==> src/rtl/cpu_pkg.sv <==
// Shared types and constants for the basic processor control path.
// Opcode and sequencer state encodings live here so datapath and control agree.
package cpu_pkg;

    localparam int OP_W   = 3;
    localparam int WORD_W = 8;

    typedef enum logic [2:0] {
        OP_LOAD  = 3'b000,
        OP_STORE = 3'b001,
        OP_ADD   = 3'b010,
        OP_DEC   = 3'b011,
        OP_LSH   = 3'b100,
        OP_RSH   = 3'b101,
        OP_MOD2  = 3'b110,
        OP_BNE   = 3'b111
    } op_t;

    typedef enum logic [2:0] {
        S_IDLE  = 3'd0,
        S_F_PC  = 3'd1,
        S_F_RD  = 3'd2,
        S_F_AD  = 3'd3,
        S_EX    = 3'd4,
        S_ST_WR = 3'd5
    } seq_state_t;

endpackage

==> src/rtl/alu_sequencer.sv <==
// Fetch/decode/execute control FSM driving the accumulator ALU, PC, IR/MAR/MDR
// and memory strobes. Outputs are decoded combinationally from state and inputs.
module alu_sequencer
    import cpu_pkg::*;
#(
    parameter int OP_W = 3
) (
    input  logic            clock,
    input  logic            n_reset,
    input  logic            run,
    input  logic [OP_W-1:0] op,
    input  logic            z_flag,
    input  logic            mem_ready,
    output logic            ACC_bus,
    output logic            load_ACC,
    output logic            ALU_ACC,
    output logic            ALU_add,
    output logic            ALU_sub,
    output logic            ALU_lshift,
    output logic            ALU_rshift,
    output logic            ALU_mod2,
    output logic            PC_bus,
    output logic            load_PC,
    output logic            INC_PC,
    output logic            Addr_bus,
    output logic            load_IR,
    output logic            load_MAR,
    output logic            MDR_bus,
    output logic            load_MDR,
    output logic            CS,
    output logic            R_NW,
    output logic            halted
);

    seq_state_t state_reg;
    seq_state_t state_next;
    op_t        op_dec;

    assign op_dec = op_t'(op);

    always_ff @(posedge clock or negedge n_reset) begin
        if (!n_reset) begin
            state_reg <= S_IDLE;
        end else begin
            state_reg <= state_next;
        end
    end

    always_comb begin
        state_next = state_reg;
        ACC_bus    = 1'b0;
        load_ACC   = 1'b0;
        ALU_ACC    = 1'b0;
        ALU_add    = 1'b0;
        ALU_sub    = 1'b0;
        ALU_lshift = 1'b0;
        ALU_rshift = 1'b0;
        ALU_mod2   = 1'b0;
        PC_bus     = 1'b0;
        load_PC    = 1'b0;
        INC_PC     = 1'b0;
        Addr_bus   = 1'b0;
        load_IR    = 1'b0;
        load_MAR   = 1'b0;
        MDR_bus    = 1'b0;
        load_MDR   = 1'b0;
        CS         = 1'b0;
        R_NW       = 1'b1;
        halted     = 1'b0;

        case (state_reg)
            S_IDLE: begin
                halted = 1'b1;
                if (run) state_next = S_F_PC;
            end
            S_F_PC: begin
                PC_bus     = 1'b1;
                load_MAR   = 1'b1;
                INC_PC     = 1'b1;
                state_next = S_F_RD;
            end
            S_F_RD: begin
                CS = 1'b1;
                if (mem_ready) begin
                    load_IR    = 1'b1;
                    state_next = S_F_AD;
                end
            end
            S_F_AD: begin
                Addr_bus   = 1'b1;
                load_MAR   = 1'b1;
                state_next = S_EX;
            end
            S_EX: begin
                // Register-only ops complete in one cycle; memory ops hold until ready.
                case (op_dec)
                    OP_LOAD: begin
                        CS = 1'b1;
                        if (mem_ready) begin
                            load_ACC   = 1'b1;
                            state_next = S_F_PC;
                        end
                    end
                    OP_STORE: begin
                        ACC_bus    = 1'b1;
                        load_MDR   = 1'b1;
                        state_next = S_ST_WR;
                    end
                    OP_ADD: begin
                        CS = 1'b1;
                        if (mem_ready) begin
                            load_ACC   = 1'b1;
                            ALU_ACC    = 1'b1;
                            ALU_add    = 1'b1;
                            state_next = S_F_PC;
                        end
                    end
                    OP_DEC: begin
                        load_ACC   = 1'b1;
                        ALU_ACC    = 1'b1;
                        ALU_sub    = 1'b1;
                        state_next = S_F_PC;
                    end
                    OP_LSH: begin
                        load_ACC   = 1'b1;
                        ALU_ACC    = 1'b1;
                        ALU_lshift = 1'b1;
                        state_next = S_F_PC;
                    end
                    OP_RSH: begin
                        load_ACC   = 1'b1;
                        ALU_ACC    = 1'b1;
                        ALU_rshift = 1'b1;
                        state_next = S_F_PC;
                    end
                    OP_MOD2: begin
                        load_ACC   = 1'b1;
                        ALU_mod2   = 1'b1;
                        state_next = S_F_PC;
                    end
                    OP_BNE: begin
                        if (!z_flag) begin
                            Addr_bus = 1'b1;
                            load_PC  = 1'b1;
                        end
                        state_next = S_F_PC;
                    end
                    default: state_next = S_F_PC;
                endcase
            end
            S_ST_WR: begin
                CS      = 1'b1;
                R_NW    = 1'b0;
                MDR_bus = 1'b1;
                if (mem_ready) state_next = S_F_PC;
            end
            default: state_next = S_IDLE;
        endcase
    end

endmodule

==> config.mk <==
export PLATFORM = sky130hd
export DESIGN_NAME = alu_sequencer
export DESIGN_NICKNAME = d
export VERILOG_FILES = /design/src/rtl/cpu_pkg.sv /design/src/rtl/alu_sequencer.sv
export SDC_FILE = /design/constraint.sdc
export NUM_CORES = 1
export LEC_CHECK = 0
export CORE_AREA = 3 3 40 42
export DETAILED_ROUTE_END_ITERATION = 8
export DIE_AREA = 0 0 43 45
export HOLD_SLACK_MARGIN = 0.02
export PLACE_DENSITY = 0.71
export SYNTH_ARGS = -nofsm -noshare
export SYNTH_HDL_FRONTEND = slang
export SYNTH_SLANG_ARGS = --single-unit
==> constraint.sdc <==
create_clock -name clock -period 1.5 [get_ports clock]
set_input_delay 0.3 -clock clock [delete_from_list [all_inputs] [get_ports clock]]
set_output_delay 0.3 -clock clock [all_outputs]
set_load 0.005 [all_outputs]
==> reports/qor.yml <==
violations: "setup timing"
synth_area_leader_cell: "dfrtp_1"
ys.flop_type: "dfrtp_1"
leakage_nw: 0.452
gp_congestion: 0.802
yosysMostFrequentCell: "nor3_1"
vias: 559
ant_nets: 0
grt_pass1_vias: 527
drive_above_1_share: 0.716
ys_seq_area_frac: 0.182
grt_use_met2: 0.272
synth_top_cells_by_area: "dfrtp_1 (18%), nor3_1 (8.5%), buf_4 (5.5%)"
fin_cells: 117
worst_pin_slew_ps: 315
clk_latency_ps: 230
drtIter0Drc: 0
ir_worst_vdd_v: 0.00135
hold_class: "in -> async"
avgSynthCellArea_sq_um: 7.94
dp_hpwl_um: 1000
regArea_sq_um: 76.3
clock_path_buffers: 2
synth_nets: 60
multi_input_area_sq_um: 389
stdcell_area_sq_um: 928
drt-total-wl_um: 1520
fillers: 106
r2r_start: "state_reg[2]"
synth.top_cell.area_share: 0.182
path_clk_slew_ps: 40
critPathLaunchType: "flop"
io-pin-count: 27
place_inst: 106
synth_seq_cells: 3
arrival_ps: 1360
nNetsFinal: 111
tritoncts: "built"
cts_inserted_buffers: 3
critPathLaunch: "state_reg[1]"
post-place-ws_ps: -779
core_sq_um: 1280
die_x_um: 43
port_buffers: 26
finalHoldViolCount: 0
synth_cells: 52
cts_hold_buf: 0
rows: 13
yosysWarnings: 0
fin_setup_tns_ps: -1190
synth.distinct_cells: 25
report.final.slew_viol_count: 0
grtUsageTotal: 0.158
synth_edf_count: 0
rsz0062_at_grt: "yes"
die_area_sq_um: 1940
crit_type: "reg -> out"
syn_to_final_growth_pct: 125
critPathMaxFanout: 5
finalSetupViolCount: 14
largest_register_ff_count: 3
postLayoutCoreUtil: 0.722
cts_sinks: 3
drv_cap: 0
drt-wirelength-per-cell_um: 12.9
htreeDepth: 1
grt_pass1_wl_um: 2300
die_h_um: 45
met3_usage: 0.0279
syn-cell-area_sq_um: 413
place_area_sq_um: 796
grtUsageMet1: 0.191
drc: 0
status: "finished, violations left"
gr-total-overflow: 0
viasPerCell: 4.78
fin_crit_ps: 1660
power_density_nw_per_um2: 1560
grt_max_degree: 8
antenna_found_initial: 0
root_buffer: "clkbuf_4"
fin_crit_sh: 1.10
diodes: 0
endpoint_kind: "primary output"
firstDrtPassIters: 1
fin_worst_skew_ps: 0.0669
synth.cells.most_frequent: "nor3_1 (7), nor2_1 (5)"
finalWorstSetupSlack_ps: -155
power_mw: 1.45
fmax_ghz: 0.604
cp.required_ps: 1200
async_reset_ff_frac: 1.00
max-slew-margin-rel: 0.788
start_util: 0.321
hold_slack_ps: 248
grt_busiest_layer: "met2"
[layout make-up]
type / count / share of cell area
clock buffer: 4 / 0.0283
inverter: 2 / 0.0108
multi-input combinational: 39 / 0.419
sequential: 3 / 0.0822
tap: 15 / 0.0202
timing repair buffer: 54 / 0.439
[worst max-delay path, stage by stage (launching register included)]
cell	delay [ps]
dfrtp_1	370
nand2b_4	170
buf_4	150
nor3_4	120
and4b_1	210
buf_2	110
[path summary, 6_finish.rpt]
kind,endpoint,slack [ps],depth (start not counted)
min in group clock,state_reg[0],560,4
min,state_reg[1],250,1
max,ALU_add,-160,5
max in group asynchronous,state_reg[0],1100,1
min reg2reg,state_reg[1],710,3
max reg2reg,state_reg[2],220,6
[routing by layer]
layer,share of wire,vias to the layer above
li1,-,284
met1,0.42,260
met2,0.52,13
met3,0.047,2
met4,0.0073,0
met5,0,-
[layout by cell type, fill, tap and decap left out, types with 2 or more instances in the layout]
master / n
clkbuf_4: 3
nor4_4: 2
buf_6: 10
nand2b_4: 2
o21ai_0: 3
dfrtp_1: 2
buf_4: 19
nor2b_2: 2
dlygate4sd2_1: 2
nand2b_1: 2
clkdlybuf4s50_1: 3
nand2_1: 2
nor2_1: 4
nor3_2: 3
buf_2: 17
nor3_4: 3
clkbuf_2: 2
[cells by family after synthesis]
kind of cell / count (synthesis) / synth area share
AND/OR/NAND/NOR: 29 / 0.442
buffers and inverters: 10 / 0.164
AO/OA/AOI/OAI: 9 / 0.191
flip-flops: 3 / 0.182
XOR/XNOR: 1 / 0.0212
[timing repair]
item                                    4_1_cts  5_1_grt
endpoints found under the hold margin         0        0
endpoints found under the setup margin       19       18
resized for setup                            97       19
pin swaps                                     8        6
setup buffers                                 6        5
gates cloned                                  0        0
[where the power goes]
part           leakage (nW)  switching, mW  internal, mW
clock                0.0150         0.0417        0.0997
sequential           0.0367         0.0430         0.126
combinational         0.401          0.506         0.629
total                 0.452          0.590         0.855
Power figures use the tool's default switching activity.
